File: src/rtl/uart_tx_fifo_if.sv
// CPU-side bus for the FIFO-buffered UART transmitter: write strobe/byte in,
// serial line and status flags out.
interface uart_tx_fifo_if #(
  parameter int DEPTH = 8
);
  localparam int CNT_W = $clog2(DEPTH) + 1;

  logic             wr_en;
  logic [7:0]       wr_data;
  logic             ovf_clr;
  logic             tx;
  logic             busy;
  logic             full;
  logic             empty;
  logic [CNT_W-1:0] count;
  logic             overflow;

  modport master (
    output wr_en, wr_data, ovf_clr,
    input  tx, busy, full, empty, count, overflow
  );

  modport slave (
    input  wr_en, wr_data, ovf_clr,
    output tx, busy, full, empty, count, overflow
  );
endinterface

File: src/rtl/uart_tx_fifo.sv
// Memory-mapped 8N1 UART transmitter with a small byte FIFO and sticky
// overflow flag; frames go out LSB first, back-to-back with no idle gap.
module uart_tx_fifo #(
  parameter int CLK_FREQ = 50_000_000,
  parameter int BAUD     = 115_200,
  parameter int DEPTH    = 8
) (
  input logic           clk,
  input logic           rst_n,
  uart_tx_fifo_if.slave bus
);
  localparam int DIV   = CLK_FREQ / BAUD;
  localparam int DIV_W = $clog2(DIV);
  localparam int PTR_W = $clog2(DEPTH);
  localparam int CNT_W = PTR_W + 1;

  localparam logic [DIV_W-1:0] DIV_LAST = DIV_W'(DIV - 1);
  localparam logic [CNT_W-1:0] CNT_FULL = CNT_W'(DEPTH);

  typedef enum logic [1:0] {
    S_IDLE,
    S_START,
    S_DATA,
    S_STOP
  } state_t;

  state_t           r_state;
  state_t           w_state_next;
  logic [DIV_W-1:0] r_div;
  logic [DIV_W-1:0] w_div_next;
  logic [2:0]       r_bit_idx;
  logic [2:0]       w_bit_idx_next;
  logic [7:0]       r_shift;
  logic [7:0]       w_shift_next;
  logic             r_tx;
  logic             w_tx_next;

  logic [7:0]       r_mem [DEPTH];
  logic [PTR_W-1:0] r_wr_ptr;
  logic [PTR_W-1:0] r_rd_ptr;
  logic [CNT_W-1:0] r_count;
  logic             r_overflow;

  logic             w_full;
  logic             w_empty;
  logic             w_push;
  logic             w_pop;
  logic             w_bit_end;

  assign w_full    = (r_count == CNT_FULL);
  assign w_empty   = (r_count == '0);
  assign w_push    = bus.wr_en && !w_full;
  assign w_bit_end = (r_div == DIV_LAST);

  // Storage is not reset; the pointers and count alone define validity.
  always_ff @(posedge clk) begin
    if (w_push) begin
      r_mem[r_wr_ptr] <= bus.wr_data;
    end
  end

  always_ff @(posedge clk or negedge rst_n) begin
    if (!rst_n) begin
      r_wr_ptr   <= '0;
      r_rd_ptr   <= '0;
      r_count    <= '0;
      r_overflow <= 1'b0;
    end else begin
      if (w_push) begin
        r_wr_ptr <= r_wr_ptr + PTR_W'(1);
      end
      if (w_pop) begin
        r_rd_ptr <= r_rd_ptr + PTR_W'(1);
      end
      case ({w_push, w_pop})
        2'b10:   r_count <= r_count + CNT_W'(1);
        2'b01:   r_count <= r_count - CNT_W'(1);
        default: r_count <= r_count;
      endcase
      // A dropped write beats a simultaneous clear.
      if (bus.wr_en && w_full) begin
        r_overflow <= 1'b1;
      end else if (bus.ovf_clr) begin
        r_overflow <= 1'b0;
      end
    end
  end

  always_ff @(posedge clk or negedge rst_n) begin
    if (!rst_n) begin
      r_state   <= S_IDLE;
      r_div     <= '0;
      r_bit_idx <= '0;
      r_shift   <= '0;
      r_tx      <= 1'b1;
    end else begin
      r_state   <= w_state_next;
      r_div     <= w_div_next;
      r_bit_idx <= w_bit_idx_next;
      r_shift   <= w_shift_next;
      r_tx      <= w_tx_next;
    end
  end

  // The line level for the next bit period is computed here so tx stays a flop.
  always_comb begin
    w_state_next   = r_state;
    w_div_next     = r_div;
    w_bit_idx_next = r_bit_idx;
    w_shift_next   = r_shift;
    w_tx_next      = r_tx;
    w_pop          = 1'b0;

    case (r_state)
      S_IDLE: begin
        w_tx_next = 1'b1;
        if (!w_empty) begin
          w_pop        = 1'b1;
          w_shift_next = r_mem[r_rd_ptr];
          w_div_next   = '0;
          w_state_next = S_START;
          w_tx_next    = 1'b0;
        end
      end

      S_START: begin
        if (w_bit_end) begin
          w_div_next     = '0;
          w_bit_idx_next = '0;
          w_state_next   = S_DATA;
          w_tx_next      = r_shift[0];
        end else begin
          w_div_next = r_div + DIV_W'(1);
        end
      end

      S_DATA: begin
        if (w_bit_end) begin
          w_div_next   = '0;
          w_shift_next = {1'b0, r_shift[7:1]};
          if (r_bit_idx == 3'd7) begin
            w_state_next = S_STOP;
            w_tx_next    = 1'b1;
          end else begin
            w_bit_idx_next = r_bit_idx + 3'd1;
            w_tx_next      = r_shift[1];
          end
        end else begin
          w_div_next = r_div + DIV_W'(1);
        end
      end

      S_STOP: begin
        if (w_bit_end) begin
          w_div_next = '0;
          if (!w_empty) begin
            w_pop        = 1'b1;
            w_shift_next = r_mem[r_rd_ptr];
            w_state_next = S_START;
            w_tx_next    = 1'b0;
          end else begin
            w_state_next = S_IDLE;
            w_tx_next    = 1'b1;
          end
        end else begin
          w_div_next = r_div + DIV_W'(1);
        end
      end

      default: begin
        w_state_next = S_IDLE;
        w_div_next   = '0;
        w_tx_next    = 1'b1;
      end
    endcase
  end

  assign bus.tx       = r_tx;
  assign bus.busy     = (r_state != S_IDLE);
  assign bus.full     = w_full;
  assign bus.empty    = w_empty;
  assign bus.count    = r_count;
  assign bus.overflow = r_overflow;
endmodule
File: src/flat_wrapper.sv
// flat-port wrapper written by rule: the top's interface ports become plain ports
module uart_tx_fifo_flat 
#(
  parameter int CLK_FREQ = 50_000_000,
  parameter int BAUD     = 115_200,
  parameter int DEPTH    = 8
)
  (clk, rst_n, bus_wr_en, bus_wr_data, bus_ovf_clr, bus_tx, bus_busy, bus_full, bus_empty, bus_count, bus_overflow);
  uart_tx_fifo_if #(.DEPTH(DEPTH)) bus_i ();
  input logic clk;
  input logic rst_n;
  input wire logic [$bits(bus_i.wr_en)-1:0] bus_wr_en;
  input wire logic [$bits(bus_i.wr_data)-1:0] bus_wr_data;
  input wire logic [$bits(bus_i.ovf_clr)-1:0] bus_ovf_clr;
  output wire logic [$bits(bus_i.tx)-1:0] bus_tx;
  output wire logic [$bits(bus_i.busy)-1:0] bus_busy;
  output wire logic [$bits(bus_i.full)-1:0] bus_full;
  output wire logic [$bits(bus_i.empty)-1:0] bus_empty;
  output wire logic [$bits(bus_i.count)-1:0] bus_count;
  output wire logic [$bits(bus_i.overflow)-1:0] bus_overflow;
  assign bus_i.wr_en = bus_wr_en;
  assign bus_i.wr_data = bus_wr_data;
  assign bus_i.ovf_clr = bus_ovf_clr;
  assign bus_tx = bus_i.tx;
  assign bus_busy = bus_i.busy;
  assign bus_full = bus_i.full;
  assign bus_empty = bus_i.empty;
  assign bus_count = bus_i.count;
  assign bus_overflow = bus_i.overflow;
  uart_tx_fifo #(.CLK_FREQ(CLK_FREQ), .BAUD(BAUD), .DEPTH(DEPTH)) u_core (.clk(clk), .rst_n(rst_n), .bus(bus_i));
endmodule
File: config.mk
export PLATFORM = sky130hd
export DESIGN_NAME = uart_tx_fifo_flat
export DESIGN_NICKNAME = d
export VERILOG_FILES = /design/src/rtl/uart_tx_fifo_if.sv /design/src/rtl/uart_tx_fifo.sv /design/src/flat_wrapper.sv
export SDC_FILE = /design/constraint.sdc
export NUM_CORES = 1
export LEC_CHECK = 0
export BUFFER_PORTS_ARGS = -buffer_cell sky130_fd_sc_hd__clkbuf_2
export CAP_MARGIN = 30
export CORE_MARGIN = 2
export CORE_UTILIZATION = 40
export DETAILED_ROUTE_END_ITERATION = 8
export SYNTH_ARGS = -nofsm -noshare
export SYNTH_HDL_FRONTEND = slang
export SYNTH_SLANG_ARGS = --single-unit
export TNS_END_PERCENT = 1
File: constraint.sdc
create_clock -name clk -period 3.4 [get_ports clk]
set_clock_uncertainty 0.2 [all_clocks]
set_input_delay 0.34 -clock clk [delete_from_list [all_inputs] [get_ports clk]]
set_output_delay 0.34 -clock clk [all_outputs]
set_load 0.01 [all_outputs]
-- Yosys cells after proc, flatten, opt, wreduce, memory -nomap -nowiden
Memory sizes are Yosys's and may differ from the RTL's.
Index checks and enable logic that the tools add are counted.
W data, S select, Z words.
- multiplexer cells: 32
- reductions and logical operators: 15
- add/sub/neg operators: 6
- equality and inequality tests: 14
- operators by type and width (kind ; number):
    $mux W8 ; 3
    $pmux W8 S3 ; 1
    $mux W9 ; 2
    $pmux W9 S2 ; 1
    $mux W1 ; 12
    $mux W2 ; 5
    $add A3 B1 Y3 const B ; 3
    $add A9 B1 Y9 const B ; 1
    $eq A9 B9 Y1 const B ; 1
    $mux W3 ; 3
    $ne A2 B1 Y1 const B ; 4
    $pmux W2 S4 ; 1
    $pmux W4 S2 ; 1
    $reduce_bool A2 Y1 ; 4
    $eq A2 B2 Y1 const B ; 3
    $pmux W3 S2 ; 1
    $reduce_and A3 Y1 ; 2
    $reduce_and A5 Y1 ; 1
    $add A4 B1 Y4 const B ; 1
    $eq A2 B1 Y1 const B ; 2
    $eq A4 B4 Y1 const B ; 1
    $logic_not A4 Y1 ; 1
    $ne A2 B2 Y1 const B ; 2
    $pmux W1 S4 ; 1
    9 further kinds ; 10
- bits in registers: 34
- memories kept: 1
- logic and storage cells: 77
- input port bits: 12
- bits in writable memories: 64
- output and inout port bits: 9
- memory list (name ; words ; bits a word ; rd ports ; clocked after Yosys merged registers in ; wr ports ; line ; text):
    u_core.r_mem ; 8 ; 8 ; 1 ; 0 ; 1 ; uart_tx_fifo.sv:38 ; logic [7:0] r_mem [DEPTH];

-- Longest topological paths before layout
Gate-level depths: netlist of the first run.
- depth in word-level cells: 6
- mapped depth: 11

-- Worst setup path after synthesis of the first run
Ideal clock, no wire load.
- path kind: reg2reg
- start: register u_core.r_count[0], in the netlist u_core.bus.count[0]
- end: register u_core.r_count[3], in the netlist u_core.bus.count[3]
- stages on the path, launching flop included: 10
- required time: 3.120 ns
- data arrival time: 2.545 ns
- period minus slack after synthesis: 2.825 ns
- slack: 0.575 ns
- cell sequence: dfrtp_1 -> nor4b_1 -> nor2b_1 -> clkinv_1 -> ha_1 -> ha_1 -> a21o_1 -> a21oi_1 -> mux2i_1 -> xnor2_1
- RTL lines (item ; line ; text):
    from (decl) ; uart_tx_fifo.sv:41 ; logic [CNT_W-1:0] r_count;
    from (signal assigned) ; uart_tx_fifo.sv:76 ; 2'b10: r_count <= r_count + CNT_W'(1);
    from (signal assigned) ; uart_tx_fifo.sv:77 ; 2'b01: r_count <= r_count - CNT_W'(1);
    from (signal assigned) ; uart_tx_fifo.sv:78 ; default: r_count <= r_count;
    $eq A4 B4 Y1 (*) ; uart_tx_fifo.sv:50 ; assign w_full = (r_count == CNT_FULL);
    named net bus_full ; flat_wrapper.sv:17 ; output wire logic [$bits(bus_i.full)-1:0] bus_full;
    $logic_not A1 Y1 (*) ; uart_tx_fifo.sv:52 ; assign w_push = bus.wr_en && !w_full;
    $logic_and A1 B1 Y1 (*) ; uart_tx_fifo.sv:52 ;
    $eq A2 B1 Y1 or $eq A2 B2 Y1 (tied branches) ; uart_tx_fifo.sv:75 ; case ({w_push, w_pop})
    $pmux W4 S2 or $reduce_bool A2 Y1 (tied branches) ; -- ;
The timed path passes the listed nets; every way through them passes the cells marked *.
A chain may end at the register's enable or synchronous reset.

-- Final worst setup path of the first run
- start: register u_core.r_div[4]
- end: register u_core.r_count[3], in the netlist u_core.bus.count[3]
- word-level cells in the longest chain between the ends: 5
- RTL lines (item ; line ; text):
    from (decl) ; uart_tx_fifo.sv:29 ; logic [DIV_W-1:0] r_div;
    from (signal assigned) ; uart_tx_fifo.sv:98 ; r_div <= w_div_next;
    $eq A9 B9 Y1 (*) ; uart_tx_fifo.sv:53 ; assign w_bit_end = (r_div == DIV_LAST);
    $mux W1 (*) ; uart_tx_fifo.sv:154 ; if (w_bit_end) begin
    $pmux W1 S2 (*) ; uart_tx_fifo.sv:114 ; case (r_state)
    named net u_core.w_pop ; uart_tx_fifo.sv:47 ; logic w_pop;
    $eq A2 B1 Y1 or $eq A2 B2 Y1 (tied branches) ; uart_tx_fifo.sv:75 ;
    $pmux W4 S2 or $reduce_bool A2 Y1 (tied branches) ; -- ;
Marks and branches as above.

==> results.json, run 1 <==
{
  "setup_viol": 0,
  "ioPinCount": 21,
  "die_h_um": 108.8,
  "cp_max_fo": 10,
  "synth_area_mm2": 0.004397,
  "start_util_pct": 40.74,
  "worstHoldStart": "bus_wr_data[5]",
  "synth_cell_types": 52,
  "critPathKind": "register to register",
  "core-area_mm2": 0.01079,
  "yosys.area.top_type": "edfxtp_1",
  "dp_hpwl_mm": 5.244,
  "outcome": "completed",
  "yosys.area.top_type_share_pct": 43.71,
  "grt_pass1_vias": 2513,
  "vias": 2488,
  "ctsHtreeMaxLevel": 3,
  "setup_slack_ns": 0.4671,
  "synth-async-reset-ratio_pct": 34.69,
  "synth_fp_nets": 323,
  "first_iter_violations": 162,
  "cap_violations": 0,
  "row_count": 38,
  "dpl_worst_slack_ns": 0.4989,
  "clk_latency_ns": 0.37,
  "slew_headroom_pct": 40.46,
  "cts_tree": "done",
  "synth.avg_cell_area_um2": 14.85,
  "cts.sinks": 98,
  "grt_usage_pct": 15.06,
  "drc_errors": 0,
  "synth_common_cells": "edfxtp_1 (64), dfrtp_1 (33), o21ai_0 (27)",
  "gr-total-overflow": 0,
  "startpoint_type": "register",
  "routed_via_density": 5.238,
  "ctsLongestPathBuffers": 2,
  "ys.flop_type": "edfxtp_1",
  "r2r_start": "u_core.r_div[4]",
  "fillers": 929,
  "worstPathRequired_ns": 3.50,
  "holdPathStages": 1,
  "die_x_um": 108.8,
  "min_period_ns": 2.933,
  "cp.arrival_ns": 3.03,
  "p_leak_nw": 1.871,
  "antenna_found_initial": 0,
  "critPathCaptureType": "register",
  "yosys_register_bits": 98,
  "worst_pin_slew_ns": 0.8930,
  "final_hold_viol_count": 0,
  "grt_setup_unrepaired": "no",
  "gp_congestion": 0.7695,
  "synth-edff-count": 64,
  "drive_above_1_share_pct": 25.07,
  "wl_per_cell_um": 16.95,
  "max_freq_mhz": 341.0,
  "synth_cells": 296,
  "clk_pin_slew_ns": 0.11,
  "finalCritPeriodShare_pct": 86.26,
  "die-area_mm2": 0.01185,
  "grt_pass1_wl_mm": 13.12,
  "slew_viol_final": 0,
  "regToRegSetupSlack_ns": 0.47,
  "drt-total-wl_mm": 8.051,
  "port_buffers": 20,
  "power_per_cell_area_mw_per_mm2": 821.4,
  "reg2reg_depth": 9,
  "r2r-end": "u_core.bus.count[3]",
  "hold_path_end": "u_core.r_mem[0][5]",
  "ant_nets": 0,
  "diodes": 0,
  "synth_area_leaders": "edfxtp_1 (44%), dfrtp_1 (19%), mux4_2 (8.2%)",
  "nNetsFinal": 357,
  "ir_drop_uv": 315.2,
  "yosysMostFrequentCell": "edfxtp_1",
  "root_buffer": "clkbuf_8",
  "syn_to_final_growth_pct": 12.32,
  "cts_buffers": 9,
  "grt_max_degree": 35,
  "drt_first_pass_iters": 4,
  "yosysWarnings": 0,
  "ys_seq_area_share_pct": 63.09,
  "setup-tns-final_ns": 0,
  "hp-class": "input port to register"
}
## placed cells by master (no fill, tap or decap), types with 10 or more instances in the layout
cell	n
nand2_1	18
edfxtp_1	64
buf_4	11
mux4_2	16
o21ai_0	27
nor2_1	10
mux2i_1	12
ha_1	14
inv_1	13
dfrtp_1	33
clkbuf_2	20
## state kept, by name (all words and copies together), names as in the netlist
name / cells
u_core.bus.count: 4
u_core.bus.overflow: 1
u_core.bus.tx: 1
u_core.r_bit_idx: 3
u_core.r_div: 9
u_core.r_mem: 64
u_core.r_rd_ptr: 3
u_core.r_shift: 8
u_core.r_state: 2
u_core.r_wr_ptr: 3
## cell families after synthesis
| family | share of synthesized area [%] |
|---|---|
| fa+ha+maj | 4.439 |
| compound gates | 7.911 |
| xor+xnor | 1.394 |
| mux | 13.49 |
| buf+inv | 2.305 |
| flops | 63.09 |
| simple gates | 7.371 |
## critical path: stages (launching register included)
cell     delay [ns]
dfrtp_1        0.43
and4_1         0.47
a31oi_1        0.19
nor3_2         0.29
ha_1           0.28
ha_1           0.25
a21o_1         0.17
a21oi_1        0.17
mux2i_1        0.25
xnor2_1        0.15
## metrics by stage
step / std cells / total power [W] / util, % / hold WS (ns) / area [um^2]
final: 475 / 0.004056 / 45.76 / 0.04766 / 4938
after global routing: 475 / 0.004347 / 45.76 / 0.03924 / 4938
after floorplan: 296 / 0.002901 / - / -0.1556 / 4397
after detailed placement: 456 / 0.003341 / 43.60 / 0.2992 / 4706
after CTS: 475 / 0.004109 / 45.76 / 0.02719 / 4938
after global placement: 456 / 0.003294 / 43.60 / 0.2799 / 4706
## what timing repair did
item	4_1_cts	5_1_grt
setup endpoints to repair	0	0
hold buffers	3	0
hold endpoints to repair	34	0
resized for setup	0	0
buffers inserted	0	0
## routing by layer
metal  share of wire (%)  vias up  track usage [%]
li1                    -     1195                -
met1                  46     1256            19.41
met2                  50       30            24.96
met3                 3.0        7            3.706
met4                0.97        0            5.128
met5                   0        -                0
## worst max path at each step
stage                              from                   to  slack, ns  cells past startpoint
detailed placement      u_core.r_div[4]  u_core.bus.count[3]       0.50                      9
finish                  u_core.r_div[4]  u_core.bus.count[3]       0.47                      9
CTS                     u_core.r_div[4]  u_core.bus.count[3]       0.48                      9
global placement    u_core.bus.count[1]  u_core.bus.count[3]       0.62                      9
global route        u_core.bus.count[1]  u_core.bus.count[3]       0.24                      9
floorplan           u_core.bus.count[0]  u_core.bus.count[3]       0.58                      9
## report_power, final
group	internal [W]	total [W]	switching [W]
Sequential	0.00155	0.00179	0.000236
Clock	0.000297	0.000751	0.000455
Combinational	0.000729	0.00152	0.000787
## final cells by class
class | instances | area [um^2] | area share, %
repair buffers | 34 | 212.7 | 4.307
inverters | 14 | 52.55 | 1.064
well taps | 140 | 175.2 | 3.547
clock buffers | 9 | 123.9 | 2.508
multi-input cells | 173 | 1521 | 30.81
clock inverters | 7 | 78.83 | 1.596
flip-flops and latches | 98 | 2774 | 56.17
No activity file was read; power rests on OpenSTA's default activity.
==> run 2, diff against run 1 <==
--- a/config.mk
+++ b/config.mk
@@ -5,11 +5,11 @@
 export SDC_FILE = /design/constraint.sdc
 export NUM_CORES = 1
 export LEC_CHECK = 0
-export BUFFER_PORTS_ARGS = -buffer_cell sky130_fd_sc_hd__clkbuf_2
 export CAP_MARGIN = 30
 export CORE_MARGIN = 2
 export CORE_UTILIZATION = 40
 export DETAILED_ROUTE_END_ITERATION = 8
+export DONT_BUFFER_PORTS = 1
 export SYNTH_ARGS = -nofsm -noshare
 export SYNTH_HDL_FRONTEND = slang
 export SYNTH_SLANG_ARGS = --single-unit
==> constraint.sdc (replaced) <==
create_clock -name clk -period 2.4 [get_ports clk]
set_clock_uncertainty 0.2 [all_clocks]
set_input_delay 0.24 -clock clk [delete_from_list [all_inputs] [get_ports clk]]
set_output_delay 0.24 -clock clk [all_outputs]
set_load 0.01 [all_outputs]
==> results.json, run 2 (synthesis gave the netlist of run 1 again) <==
{
  "cp.arrival_ns": 2.69,
  "setup-tns-final_ns": -0.3138,
  "clk_pin_slew_ns": 0.11,
  "row_count": 38,
  "vias": 2551,
  "drc_errors": 0,
  "hp-class": "input port to register",
  "setup_slack_ns": -0.1981,
  "r2r_start": "u_core.r_div[1]",
  "start_util_pct": 40.74,
  "clk_latency_ns": 0.36,
  "grt_max_degree": 35,
  "grt_pass1_vias": 2545,
  "worstHoldStart": "bus_wr_en",
  "power_per_cell_area_mw_per_mm2": 1156,
  "grt_util_met2_pct": 24.73,
  "root_buffer": "clkbuf_8",
  "ioPinCount": 21,
  "routed_via_density": 5.143,
  "drt-total-wl_mm": 7.900,
  "ctsHtreeMaxLevel": 3,
  "regToRegSetupSlack_ns": -0.20,
  "diodes": 0,
  "antenna_found_initial": 0,
  "nNetsFinal": 378,
  "cts.sinks": 98,
  "cts_tree": "done",
  "critPathCaptureType": "register",
  "holdPathStages": 4,
  "reg_top3": "u_core.r_mem: 64 flops, u_core.r_div: 9 flops, u_core.r_shift: 8 flops",
  "startpoint_type": "register",
  "core-area_mm2": 0.01079,
  "layout_commonest_cell": "edfxtp_1",
  "met1_usage_pct": 18.80,
  "drive_above_1_share_pct": 28.37,
  "hold_path_end": "u_core.r_wr_ptr[1]",
  "port_buffers": 0,
  "grt_pass1_wl_mm": 12.98,
  "p_leak_nw": 1.996,
  "ir_drop_uv": 500.9,
  "grt_setup_unrepaired": "yes",
  "critPathKind": "register to register",
  "cts_buffers": 9,
  "multiInputGateArea_mm2": 0.001539,
  "die_x_um": 108.8,
  "grt.met3_usage_pct": 3.646,
  "ant_nets": 0,
  "final_hold_viol_count": 0,
  "largest_reg_flops": 64,
  "register_area_mm2": 0.002774,
  "gp_congestion": 0.7679,
  "finalCritPeriodShare_pct": 108.3,
  "outcome": "finished, violations left",
  "grt_usage_pct": 14.77,
  "mostFrequentLayoutCells": "edfxtp_1 (64), buf_4 (41), dfrtp_1 (33), o21ai_0 (27), nand2_1 (18)",
  "dp_hpwl_mm": 5.354,
  "violations": "setup timing",
  "setup_viol": 3,
  "grt_busiest_layer": "met2",
  "drt_first_pass_iters": 4,
  "r2r-end": "u_core.bus.count[3]",
  "die_h_um": 108.8,
  "gr-total-overflow": 0,
  "worstPathRequired_ns": 2.49,
  "cp_max_fo": 2,
  "reg2reg_depth": 11,
  "cap_violations": 0,
  "slew_headroom_pct": 66.55,
  "min_period_ns": 2.598,
  "max_freq_mhz": 384.9,
  "fillers": 929,
  "regMostFlops": "u_core.r_mem",
  "totalPowerFinal_w": 0.006034,
  "dpl_worst_slack_ns": -0.1863,
  "first_iter_violations": 142,
  "worst_pin_slew_ns": 0.5013,
  "slew_viol_final": 0,
  "die-area_mm2": 0.01185,
  "wl_per_cell_um": 15.93,
  "syn_to_final_growth_pct": 18.70,
  "ctsLongestPathBuffers": 2
}
==> run 2: changes by cell type in the layout (fill, tap and decap cells not counted), moves of 3 or more <==
cell / delta
buf_4: +30
buf_12: +3
clkbuf_2: -20
dlygate4sd3_1: +8
==> run 2: where the power goes <==
group / switching (W) / internal [W] / leakage (nW)
sequential: 0.000246 / 0.00220 / 1.01
combinational: 0.00123 / 0.00131 / 0.887
clock: 0.000631 / 0.000415 / 0.103
==> run 2: worst max path at each step <==
stage                              from                  end  slack (ns)  cells after the start
floorplan               u_core.r_div[1]  u_core.bus.count[3]       -0.41                     11
global placement    u_core.bus.count[1]  u_core.bus.count[3]       -0.11                      9
detailed placement      u_core.r_div[1]  u_core.bus.count[3]       -0.19                     11
CTS                     u_core.r_div[1]  u_core.bus.count[3]       -0.22                     11
global route            u_core.r_div[1]  u_core.bus.count[3]       -0.37                     11
finish                  u_core.r_div[1]  u_core.bus.count[3]       -0.20                     11
==> run 2: worst max-delay path, stage by stage (launching register included) <==
cell and delay [ns]:
dfrtp_1 0.39, inv_1 0.06, ha_1 0.14, nor4b_4 0.23
a31oi_1 0.17, nor3_2 0.19, ha_2 0.22, ha_1 0.22
a21o_1 0.17, a21oi_1 0.16, mux2i_1 0.25, xnor2_1 0.13
==> run 2: final cells by class <==
type                    count  share of cell area (%)
clock buffers               9                   2.374
clock inverters             7                   1.462
inverters                  14                   1.007
multi-input cells         173                   29.49
flip-flops and latches     98                   53.15
well taps                 140                   3.357
repair buffers             55                   9.158
==> run 2: timing repair <==
| action | 4_1_cts | 5_1_grt |
|---|---|---|
| setup endpoints to repair | 3 | 11 |
| gates resized for setup | 0 | 2 |
| endpoints found under the hold margin | 99 | 0 |
| pin swaps | 0 | 0 |
| setup buffers | 0 | 0 |
| hold buffers | 12 | 0 |
==> run 2: stage by stage <==
step / utilization [%] / hold slack (ns) / instance area [um^2] / instances
after floorplan: - / -0.2556 / 4403 / 296
after global placement: 45.25 / -0.2537 / 4883 / 468
after detailed placement: 45.25 / -0.2533 / 4883 / 468
after CTS: 48.31 / 0.06105 / 5214 / 496
after global routing: 48.35 / 0.08103 / 5219 / 496
final: 48.35 / 0.08052 / 5219 / 496
==> run 2: layer usage <==
| layer | up-vias | share of wire [%] |
|---|---|---|
| li1 | 1241 | - |
| met1 | 1274 | 44 |
| met5 | - | 0 |
| met3 | 7 | 3.4 |
| met2 | 29 | 52 |
| met4 | 0 | 1.2 |
==> run 3, diff against run 2 <==
--- a/config.mk
+++ b/config.mk
@@ -7,7 +7,7 @@
 export LEC_CHECK = 0
 export CAP_MARGIN = 30
 export CORE_MARGIN = 2
-export CORE_UTILIZATION = 40
+export CORE_UTILIZATION = 37
 export DETAILED_ROUTE_END_ITERATION = 8
 export DONT_BUFFER_PORTS = 1
 export SYNTH_ARGS = -nofsm -noshare
==> results.json, run 3 (synthesis gave the netlist of run 1 again) <==
{
  "dp_hpwl_mm": 5.477,
  "grt_setup_unrepaired": "yes",
  "critPathKind": "register to register",
  "grt_max_degree": 35,
  "cap_violations": 0,
  "cts_buffers": 9,
  "regToRegSetupSlack_ns": -0.10,
  "setup-tns-final_ns": -0.1574,
  "drive_above_1_share_pct": 29.83,
  "port_buffers": 0,
  "slew_headroom_pct": 59.96,
  "syn_to_final_growth_pct": 22.23,
  "gr-total-overflow": 0,
  "die_h_um": 113.0,
  "post-route-util_pct": 46.66,
  "critPathCaptureType": "register",
  "grt_pass1_wl_mm": 13.82,
  "root_buffer": "clkbuf_16",
  "hold_slack_ns": 0.09715,
  "vias": 2570,
  "layout_commonest_cell": "edfxtp_1",
  "worstPathRequired_ns": 2.48,
  "ctsHtreeMaxLevel": 3,
  "regMostFlops": "u_core.r_mem",
  "largest_reg_flops": 64,
  "cts_tree": "done",
  "drt-total-wl_mm": 8.328,
  "min_period_ns": 2.505,
  "mostFrequentLayoutCells": "edfxtp_1 (64), buf_4 (49), dfrtp_1 (33), o21ai_0 (27), nand2_1 (18)",
  "dp.cells": 473,
  "core-area_mm2": 0.01152,
  "grt_pass1_vias": 2652,
  "ioPinCount": 21,
  "die-area_mm2": 0.01277,
  "hp-class": "input port to register",
  "antenna_found_initial": 0,
  "final_hold_viol_count": 0,
  "diodes": 0,
  "power_per_cell_area_mw_per_mm2": 1220,
  "reg_top3": "u_core.r_mem: 64 flops, u_core.r_div: 9 flops, u_core.r_shift: 8 flops",
  "wl_per_cell_um": 16.49,
  "ant_nets": 0,
  "routed_via_density": 5.089,
  "start_util_pct": 38.18,
  "ctsLongestPathBuffers": 2,
  "drt_first_pass_iters": 6,
  "ir_drop_uv": 748.6,
  "first_iter_violations": 103,
  "setup_slack_ns": -0.1046,
  "drc_errors": 1,
  "cp_max_fo": 2,
  "cts.sinks": 98,
  "slew_viol_final": 0,
  "totalPowerFinal_w": 0.006558,
  "startpoint_type": "register",
  "die_x_um": 113.0,
  "cp.arrival_ns": 2.59,
  "final_cells": 505,
  "outcome": "finished, violations left",
  "nNetsFinal": 385,
  "grt_usage_pct": 14.42,
  "worst_pin_slew_ns": 0.6007,
  "row_count": 39,
  "violations": "DRC, setup timing",
  "clk_latency_ns": 0.35,
  "p_leak_nw": 2.072,
  "gp_congestion": 0.7602,
  "max_freq_mhz": 399.3,
  "setup_viol": 2,
  "clk_pin_slew_ns": 0.07,
  "finalCritPeriodShare_pct": 104.4
}
==> run 3: cell types whose count changed in the layout (fill, tap and decap cells not counted), moves of 2 or more <==
cell       before  now
inv_6           1    3
clkbuf_8        9    0
buf_4          41   49
clkbuf_16       0    9
clkinv_4        2    0
inv_8           3    1
==> run 3: report_power, final <==
group | internal, W | switching (W)
Sequential | 0.00220 | 0.000256
Combinational | 0.00137 | 0.00126
Clock | 0.000818 | 0.000645
==> run 3: worst paths after layout <==
check / cells after the start / startpoint / endpoint
max: 11 / u_core.r_div[1] / u_core.bus.count[3]
min: 4 / bus_wr_en / u_core.r_wr_ptr[1]
max reg2reg: 11 / u_core.r_div[1] / u_core.bus.count[3]
min reg2reg: 2 / u_core.r_shift[0] / u_core.r_shift[0]
max in group asynchronous: 2 / rst_n / u_core.bus.tx
min in group asynchronous: 2 / rst_n / u_core.bus.count[1]
==> run 3: layout make-up <==
type                       instances  area (um^2)
clock buffer                       9        225.2
multi-input combinational        173         1553
tap                              143        178.9
timing repair buffer              62        518.0
clock inverter                     6        72.57
inverter                          14        52.55
sequential                        98         2774
fill                             996         6142
==> run 3: stage by stage <==
step | setup slack, ns | area [um^2]
4_1_cts | -0.1582 | 5351
3_5_place_dp | -0.1757 | 4883
2_1_floorplan | -0.4096 | 4403
3_3_place_gp | -0.1096 | 4883
5_1_grt | -0.3130 | 5374
6_report | -0.1046 | 5374
==> run 3: worst max-delay path: stages, from the launching register on <==
cell	delay [ns]
dfrtp_1	0.38
inv_1	0.06
ha_1	0.13
nor4b_4	0.24
a31oi_2	0.15
nor3_2	0.17
ha_2	0.21
ha_1	0.22
a21o_1	0.17
a21oi_2	0.14
mux2i_1	0.23
xnor2_1	0.13
==> run 3: repair_timing <==
item	CTS	global route
endpoints found under the setup margin	3	3
hold buffers	12	0
gates resized for setup	4	0
hold endpoints to repair	99	0
buffers inserted	2	3
pin swaps	6	4
==> run 3: layer usage <==
layer | share of wire [%] | GRT usage (%) | wire length, um
met1 | 46 | 18.72 | 3841
met4 | 2.1 | 6.585 | 172
met2 | 48 | 22.67 | 4038
met5 | 0 | 0 | 0
met3 | 3.3 | 4.017 | 277
